## src/rtl/hist_equalize_lut.sv

```systemverilog
// Histogram-equalization LUT builder: walks the histogram bins, accumulates the CDF
// and writes floor(cdf*(2^OUT_W-1)/total) per bin. Optional macro HIST_CDF_MIN_EN.
module hist_equalize_lut #(
  parameter int BIN_W = 6,
  parameter int CNT_W = 32,
  parameter int OUT_W = 8
) (
  input  logic             clk,
  input  logic             rst,
  input  logic             start,
  input  logic [8:0]       dim,
  input  logic [BIN_W-1:0] hist_bins,
  output logic [BIN_W-1:0] hist_rd_addr,
  input  logic [CNT_W-1:0] hist_rd_data,
  output logic             lut_we,
  output logic [BIN_W-1:0] lut_addr,
  output logic [OUT_W-1:0] lut_data,
  output logic             busy,
  output logic             done
);

  localparam int TOT_W     = 18;
  localparam int NUM_W     = 32;
  localparam int DIV_STEPS = 32;
  localparam logic [OUT_W-1:0] MAX_LEVEL = '1;

  typedef enum logic [2:0] {
    S_IDLE,
    S_RD,
    S_ACC,
    S_DIV,
    S_WR,
    S_DONE
  } state_t;

  state_t state_q, state_d;

  logic [TOT_W-1:0] total_q;
  logic [BIN_W-1:0] bin_q;
  logic [BIN_W-1:0] last_bin_q;
  logic [CNT_W-1:0] cdf_q;
  logic [CNT_W-1:0] cdf_new;

  logic [NUM_W-1:0] num_q;
  logic [TOT_W-1:0] den_q;
  logic [TOT_W-1:0] rem_q;
  logic [4:0]       step_q;
  logic             force_zero_q;
  logic             force_max_q;

  logic [NUM_W-1:0] ld_num;
  logic [TOT_W-1:0] ld_den;
  logic             ld_zero;
  logic             ld_max;

  logic [TOT_W:0]   rem_sh;
  logic             rem_ge;
  logic [TOT_W-1:0] rem_nx;
  logic [NUM_W-1:0] num_nx;
  logic [OUT_W-1:0] level_nx;

`ifdef HIST_CDF_MIN_EN
  logic [CNT_W-1:0] cdf_min_q;
  logic             cdf_min_vld_q;
  logic [CNT_W-1:0] eff_min;
`endif

  always_ff @(posedge clk) begin
    if (!rst) state_q <= S_IDLE;
    else      state_q <= state_d;
  end

  always_comb begin
    state_d = state_q;
    unique case (state_q)
      S_IDLE: if (start) state_d = S_RD;
      S_RD:   state_d = S_ACC;
      S_ACC:  state_d = S_DIV;
      S_DIV:  if (step_q == 5'(DIV_STEPS - 1)) state_d = S_WR;
      S_WR:   state_d = (bin_q == last_bin_q) ? S_DONE : S_RD;
      S_DONE: state_d = S_IDLE;
      default: state_d = S_IDLE;
    endcase
  end

  // Divider operands are formed from the freshly accumulated CDF; the clamp and
  // zero cases are decided here so the division itself never needs more bits.
  always_comb begin
    cdf_new = cdf_q + hist_rd_data;
`ifdef HIST_CDF_MIN_EN
    eff_min = cdf_min_vld_q ? cdf_min_q : cdf_new;
    ld_zero = (cdf_new == '0) || (total_q == '0) || (CNT_W'(total_q) == eff_min);
    ld_max  = (cdf_new >= CNT_W'(total_q));
    ld_den  = total_q - eff_min[TOT_W-1:0];
    ld_num  = NUM_W'(cdf_new[TOT_W-1:0] - eff_min[TOT_W-1:0]) * NUM_W'(MAX_LEVEL);
`else
    ld_zero = (total_q == '0);
    ld_max  = (cdf_new >= CNT_W'(total_q));
    ld_den  = total_q;
    ld_num  = NUM_W'(cdf_new[TOT_W-1:0]) * NUM_W'(MAX_LEVEL);
`endif
  end

  always_comb begin
    rem_sh   = {rem_q, num_q[NUM_W-1]};
    rem_ge   = (rem_sh >= {1'b0, den_q});
    rem_nx   = rem_ge ? (rem_sh[TOT_W-1:0] - den_q) : rem_sh[TOT_W-1:0];
    num_nx   = {num_q[NUM_W-2:0], rem_ge};
    level_nx = force_zero_q ? '0 : (force_max_q ? MAX_LEVEL : num_nx[OUT_W-1:0]);
  end

  always_ff @(posedge clk) begin
    if (!rst) begin
      total_q      <= '0;
      bin_q        <= '0;
      last_bin_q   <= '0;
      cdf_q        <= '0;
      num_q        <= '0;
      den_q        <= '0;
      rem_q        <= '0;
      step_q       <= '0;
      force_zero_q <= 1'b0;
      force_max_q  <= 1'b0;
      hist_rd_addr <= '0;
      lut_we       <= 1'b0;
      lut_addr     <= '0;
      lut_data     <= '0;
      busy         <= 1'b0;
      done         <= 1'b0;
`ifdef HIST_CDF_MIN_EN
      cdf_min_q     <= '0;
      cdf_min_vld_q <= 1'b0;
`endif
    end else begin
      lut_we <= 1'b0;
      done   <= 1'b0;
      busy   <= (state_d != S_IDLE);
      unique case (state_q)
        S_IDLE: begin
          if (start) begin
            total_q      <= {9'd0, dim} * {9'd0, dim};
            last_bin_q   <= hist_bins;
            bin_q        <= '0;
            cdf_q        <= '0;
            hist_rd_addr <= '0;
`ifdef HIST_CDF_MIN_EN
            cdf_min_q     <= '0;
            cdf_min_vld_q <= 1'b0;
`endif
          end
        end
        S_ACC: begin
          cdf_q        <= cdf_new;
          num_q        <= ld_num;
          den_q        <= ld_den;
          rem_q        <= '0;
          step_q       <= '0;
          force_zero_q <= ld_zero;
          force_max_q  <= ld_max;
`ifdef HIST_CDF_MIN_EN
          if (!cdf_min_vld_q && (cdf_new != '0)) begin
            cdf_min_q     <= cdf_new;
            cdf_min_vld_q <= 1'b1;
          end
`endif
        end
        S_DIV: begin
          num_q  <= num_nx;
          rem_q  <= rem_nx;
          step_q <= step_q + 5'd1;
          if (step_q == 5'(DIV_STEPS - 1)) begin
            lut_we   <= 1'b1;
            lut_addr <= bin_q;
            lut_data <= level_nx;
          end
        end
        S_WR: begin
          // Comparing before incrementing lets the last bin (all ones) finish without wrap.
          if (bin_q == last_bin_q) begin
            done <= 1'b1;
          end else begin
            bin_q        <= bin_q + 1'b1;
            hist_rd_addr <= bin_q + 1'b1;
          end
        end
        default: ;
      endcase
    end
  end

endmodule
```

## config.mk

```make
export PLATFORM = sky130hd
export DESIGN_NAME = hist_equalize_lut
export DESIGN_NICKNAME = d
export VERILOG_FILES = /design/src/rtl/hist_equalize_lut.sv
export SDC_FILE = /design/constraint.sdc
export NUM_CORES = 1
export LEC_CHECK = 0
export ABC_AREA = 1
export ABC_CLOCK_PERIOD_IN_PS = 10000
export CAP_MARGIN = 5
export CORE_MARGIN = 1
export CORE_UTILIZATION = 37
export DETAILED_ROUTE_END_ITERATION = 10
export DONT_BUFFER_PORTS = 1
export GPL_TIMING_DRIVEN = 0
export PLACE_DENSITY = 0.6
export RECOVER_POWER = 100
export SETUP_SLACK_MARGIN = 0.02
export SYNTH_ARGS = -nofsm -noshare
export SYNTH_HDL_FRONTEND = slang
export SYNTH_SLANG_ARGS = --single-unit
```

## constraint.sdc

```tcl
create_clock -name clk -period 10 [get_ports clk]
set_input_delay 2 -clock clk [delete_from_list [all_inputs] [get_ports clk]]
set_output_delay 2 -clock clk [all_outputs]
set_load 0.02 [all_outputs]
```

# == Word-level counts from Yosys, hierarchy flattened ==
# Cells that the tools add are included.
# totals
mem_bits_rw,0
latch_bits,0
out_inout_bits,23
reg_bits,157
romBits,0
memories,0
in_bits,50
# op_classes
n_mul,2
div,0
bitwise,0
n_reduce_logical,12
add_sub_neg,4
eq_ne,8
muxes,17
shifts,0
magnitude_cmp,2
# op_table
operator,n
$pmux 32 s2,2
$pmux 18 s2,1
$add 32x32->32,1
$ge 32x18->1,1
$mux 32,1
$mul 18x8->26 const B,1
$ge 19x18->1,1
$logic_not 18->1,1
$mul 9x9->18,1
$mux 18,1
$sub 18x18->18,1
$mux 8,2
$pmux 3 s5,1
$mux 6,2
$pmux 6 s2,1
$pmux 5 s2,1
$reduce_and 2->1,5
$mux 3,3
$add 6x1->6 const B,1
$eq 3x2->1 const B,2
$eq 6x6->1,1
$reduce_bool 2->1,3
$add 5x1->5 const B,1
$eq 5x5->1 const B,1
7 further kinds,9

# == Longest topological paths before layout ==
# Gate-level depths: netlist (run 1).
# depth
depth_word,4
depth_mapped,35
depth_no_buf,35

# == Worst setup path before layout (run 1) ==
# No wires, ideal clock.
# synth_timing
kind,input to register
from,input port hist_rd_data[0]
to,register num_q[25]
n_path_buf,0
stages,30
t_arrival_ns,7.504
path_slack_ns,2.364
t_required_ns,9.867
path_cell_list,ha_1 fa_1 nand3_1 nand3_1 nand2_1 nand2_1 nand2_1 nand2_1 nand3_1 nand2_1 xor2_1 inv_1 fa_1 fa_1 inv_1 fa_1 inv_1 fa_1 inv_1 ha_1 a21oi_1 o21ai_0 a21oi_1 nand3_1 nand3_1 nand2_1 nand2_1 inv_1 o21ai_0 a31oi_1
# synth_between
elab_chain_len,3
# synth_lines
element,line_no,text
from (decl),14,"input logic [CNT_W-1:0] hist_rd_data,"
$add 32x32->32,89,cdf_new = cdf_q + hist_rd_data;
$mul 18x8->26,100,ld_num = NUM_W'(cdf_new[TOT_W-1:0]) * NUM_W'(MAX_LEVEL);
$pmux 32 s2,138,unique case (state_q)
to (signal assigned),154,num_q <= ld_num;
to (signal assigned),168,num_q <= num_nx;
to (decl),44,logic [NUM_W-1:0] num_q;
# No other way between the ends.
# A chain may end at the register's enable or synchronous reset.

# == Final worst setup path (run 1) ==
# Same ends and word-level chain as after synthesis.

==> results.cfg, run 1 <==
[run_status]
status = complete, no violations

[cts]
ctsHoldBuffers = 0
post_cts_buffers = 0
cts_max_level = 4
clkTransAtPathRegs_ns = 0.07
cts_tree = yes
clock_latency_ns = 0.45
root_buffer = clkbuf_16
ctsResizeCount = 0
cts_buffers = 17
cts_buffer_depth = 2
cts.sinks = 155

[worst_setup_path]
r2r_cells = 30
cp_common_cell = nand2_1
crit_path_start_kind = primary input
crit_fanout = 7
reg2reg_slack_ns = 2.95
critPathMaxStageDelay_ns = 0.67
r2r_end = num_q[25]
crit_arrival_ns = 8.61
reg2reg_from = cdf_q[0]
worstPathRequired_ns = 10.32
crit_path_end_kind = register
slowest_stage = xor2_1
critical_path_class = primary input to register
crit_buf_inv = 5
critical_path.top_delay_family = adder cells

[route]
drt_wl_total_mm = 43.4
drt_iter0_markers = 802
viasPerCell = 5.03
dr.pass1.iters = 5
avgRoutedWirePerCell_um = 15.8
drt.antenna.violating_nets = 0
drc = 0
vias = 13900

[synth]
syn_area_sq_um = 15300
synth.avg_cell_area_sq_um = 7.00
netlist_instances = 2188
yosysSeqAreaShare_pct = 20.3
synth_nets = 2496
yosys_warnings = 0
ys.flop_type = dfxtp_1
synth_seq_cells = 155
synthArstFlopShare_pct = 0
yosysUniqueCellTypes = 56
synth_edf_count = 0

[global_route]
grt_pass1_wl_mm = 70.1
grtUsageTotal_pct = 21.4
grt_pass1_vias = 13600
grt_max_degree = 18
antenna_found_initial = 0
grt-ovfl-total = 0

[flow_run]
drv_cap = 0

[timing]
finalSetupViolCount = 0
hold_viol = 0
fin_crit_sh_pct = 82.9
setup_tns_ns = 0
final.hold.worst_slack_ns = 0.464
slew_headroom_pct = 37.2
fmax_mhz = 121
slew_viol_final = 0
rsz0062_at_grt = no
tightest_slew_ns = 0.935
skew_ns = 0.0120
fin_crit_ns = 8.29

[floorplanning]
core_area_sq_um = 40800
initial_core_util_pct = 37.5
fp.dieW_um = 205
io-pin-count = 73
die_height_um = 205
dieArea_sq_um = 42200
rows = 74

[layout]
antenna_cells = 0
final_common_cell = nand2_1
fin_nets = 2515
final_cell_mix = nand2_1, inv_1, a21oi_1, ha_1, dfxtp_1
fin_cells = 2752
area_growth_pct = 7.68
drive_gt1_share_pct = 3.74

[min_path]
min_to = num_q[28]
min_path_cells = 2
worstHoldStart = num_q[27]
hold_path_class = register to register

[place]
portBuffers = 0
placedCellCount = 2720
hpwl_mm = 35.8
gp_congestion = 0.927
## synthesized netlist by cell type (24+ instances only)
cell | instances | area share [%]
nand2_1 | 490 | 12
inv_1 | 436 | 11
a21oi_1 | 199 | 6.5
ha_1 | 160 | 13
dfxtp_1 | 155 | 20
nor2_1 | 108 | 2.6
o21ai_0 | 104 | 3.4
nand3_1 | 100 | 3.3
fa_1 | 98 | 13
clkbuf_1 | 43 | 1.1
xor2_1 | 43 | 2.5
nand4_1 | 36 | 1.5
a31oi_1 | 24 | 0.98
## metal layers
metal,part of all wire (%),track usage [%]
met1,46,27.1
met2,47,36.4
met3,4.4,3.52
met4,2.9,7.78
met5,0,0
## flip-flops by register name, summed over array words and instances (netlist names)
register / count
lut_data: 8
cdf_q: 32
done: 1
force_zero_q: 1
lut_we: 1
rem_q: 18
last_bin_q: 6
ld_den: 17
busy: 1
state_q: 3
num_q: 32
force_max_q: 1
lut_addr: 6
den_q: 17
step_q: 5
bin_q: 6
## final cells by class
type,instances,area (sq um)
plain buffers,55,210
clock buffers,18,439
clock inverters,14,154
fillers,4286,24300
inverters,444,1670
multi-input cells,1534,10300
flip-flops and latches,155,3100
well taps,532,666
## kinds of logic after synthesis
kind of cell               Yosys count  share of synthesized area, %
AOI/OAI and AO/OA                  399                          14.6
muxes                                1                        0.0735
xor gates and xnor gates            65                          3.94
DFF                                155                          20.3
adders and majority gates          258                          25.9
buffers and inverters              499                          12.3
and+or+nand+nor                    811                          22.9
## tightest hold or removal path: cells and delay by family, from the launching register on
kind / cells / cell delay (ns)
flip-flops: 1 / 0.31
AND/OR/NAND/NOR: 1 / 0.06
AO/OA/AOI/OAI: 1 / 0.05
## how the worst max path moves through the flow
stage                               start         to  cells after the start
final                     hist_rd_data[0]  num_q[25]                     30
after CTS                 hist_rd_data[0]  num_q[25]                     30
after global routing      hist_rd_data[0]  num_q[25]                     30
after detailed placement  hist_rd_data[0]  num_q[25]                     30
after global placement    hist_rd_data[0]  num_q[25]                     30
after floorplan           hist_rd_data[0]  num_q[25]                     30
## stage by stage
| step | util, % | instance area (sq um) | setup slack [ns] |
|---|---|---|---|
| 2_1_floorplan | - | 15300 | 2.36 |
| 3_3_place_gp | 39.1 | 16000 | 1.37 |
| 3_5_place_dp | 39.1 | 16000 | 1.29 |
| 4_1_cts | 40.6 | 16600 | 1.75 |
| 5_1_grt | 40.4 | 16500 | 1.26 |
| 6_report | 40.4 | 16500 | 1.71 |
Power of run 1 is not shown: default switching activity piles up to over one toggle a cycle in this logic, so the estimate is an artifact.
==> run 2: changes to the inputs <==
--- a/config.mk
+++ b/config.mk
@@ -6,7 +6,7 @@
 export NUM_CORES = 1
 export LEC_CHECK = 0
 export ABC_AREA = 1
-export ABC_CLOCK_PERIOD_IN_PS = 10000
+export ABC_CLOCK_PERIOD_IN_PS = 8660
 export CAP_MARGIN = 5
 export CORE_MARGIN = 1
 export CORE_UTILIZATION = 37
==> constraint.sdc (replaced) <==
create_clock -name clk -period 8.66 [get_ports clk]
set_input_delay 1.732 -clock clk [delete_from_list [all_inputs] [get_ports clk]]
set_output_delay 1.732 -clock clk [all_outputs]
set_load 0.02 [all_outputs]
==> run 2 against run 1 <==
Net effect: register-to-register slack worse by 1.3 ns; final cell count unchanged; setup slack worse by 1.0 ns; critical path depth unchanged; design area about the same; global-route usage unchanged; flip-flop and latch count unchanged; sequential share of layout area about the same.
==> results.cfg, run 2 (synthesis results as in run 1) <==
[run_status]
status = complete, no violations

[timing]
fin_crit_ns = 7.99
slew_viol_final = 0
finalSetupViolCount = 0
slew_headroom_pct = 37.2
rsz0062_at_grt = no
skew_ns = 0.0136
setup_tns_ns = 0
fmax_mhz = 125
fin_crit_sh_pct = 92.2
setup_ws_ns = 0.672
final.hold.worst_slack_ns = 0.462
hold_viol = 0
tightest_slew_ns = 0.935

[worst_setup_path]
critical_path_class = primary input to register
critical_path.top_delay_family = adder cells
cp_common_cell = nand2_1
worstPathRequired_ns = 8.98
crit_buf_inv = 5
crit_path_start_kind = primary input
slowest_stage = xor2_1
crit_fanout = 7
crit_path_end_kind = register
critPathMaxStageDelay_ns = 0.67
crit_arrival_ns = 8.31

[cts]
post_cts_buffers = 0
cts_buffers = 17
ctsResizeCount = 0
clock_latency_ns = 0.45
ctsHoldBuffers = 0
cts.sinks = 155
root_buffer = clkbuf_16
cts_buffer_depth = 2
clkTransAtPathRegs_ns = 0.07
cts_tree = yes
cts_max_level = 4

[route]
vias = 13900
avgRoutedWirePerCell_um = 15.8
dr.pass1.iters = 5
viasPerCell = 5.06
drt_wl_total_mm = 43.4
drt_iter0_markers = 805
drc = 0
drt.antenna.violating_nets = 0

[floorplanning]
fp.dieW_um = 205
core_area_sq_um = 40800
dieArea_sq_um = 42200
die_height_um = 205
initial_core_util_pct = 37.5
io-pin-count = 73
rows = 74

[global_route]
grt-ovfl-total = 0
grt_pass1_vias = 13600
grt_pass1_wl_mm = 70.1
grtUsageTotal_pct = 21.4
grt_max_degree = 18
antenna_found_initial = 0

[layout]
final_cell_mix = nand2_1, inv_1, a21oi_1, ha_1, dfxtp_1
antenna_cells = 0
final_common_cell = nand2_1
top_regs = cdf_q (32), num_q (32), rem_q (18)
layout.area.seq_sq_um = 3100
fin_nets = 2515
nFillCells = 4280
drive_gt1_share_pct = 3.60
area_growth_pct = 7.79
final_area_sq_um = 16500
multi_input_area_sq_um = 10300

[place]
dp_slack_ns = 0.218
gp_congestion = 0.927
portBuffers = 0
placed_cell_area_sq_um = 16000
hpwl_mm = 35.8

[flow_run]
drv_cap = 0

[min_path]
hold_path_class = register to register
==> run 2: per-layer routing <==
| layer | wire length (um) | global-route usage [%] |
|---|---|---|
| met1 | 19900 | 27.1 |
| met2 | 20400 | 36.4 |
| met3 | 1900 | 3.52 |
| met4 | 1280 | 7.78 |
| met5 | 0 | 0 |
==> run 2: layout make-up <==
type,instances,share of cell area (%)
tap,532,4.03
clock inverter,14,0.932
buffer,55,1.29
multi-input combinational,1534,62.2
inverter,444,10.1
sequential,155,18.8
clock buffer,18,2.66
==> run 2: through the flow <==
| stage | std cells | utilization, % |
|---|---|---|
| 2_1_floorplan | 2188 | - |
| 3_3_place_gp | 2720 | 39.1 |
| 3_5_place_dp | 2720 | 39.1 |
| 4_1_cts | 2752 | 40.6 |
| 5_1_grt | 2752 | 40.4 |
| 6_report | 2752 | 40.4 |
==> run 2: path summary, 6_finish.rpt <==
| check | startpoint | end | cells past startpoint | slack (ns) |
|---|---|---|---|---|
| setup / recovery | hist_rd_data[0] | num_q[25] | 30 | 0.67 |
| hold / removal | num_q[27] | num_q[28] | 2 | 0.46 |
| setup reg to reg | cdf_q[0] | num_q[25] | 30 | 1.64 |
| hold reg to reg | num_q[27] | num_q[28] | 2 | 0.46 |
==> run 2: worst min-delay path, stage by stage, from the launching register on <==
cell	delay, ns
dfxtp_1	0.31
nand2_1	0.06
a21oi_1	0.05
Power of run 2 is left out for the same reason.
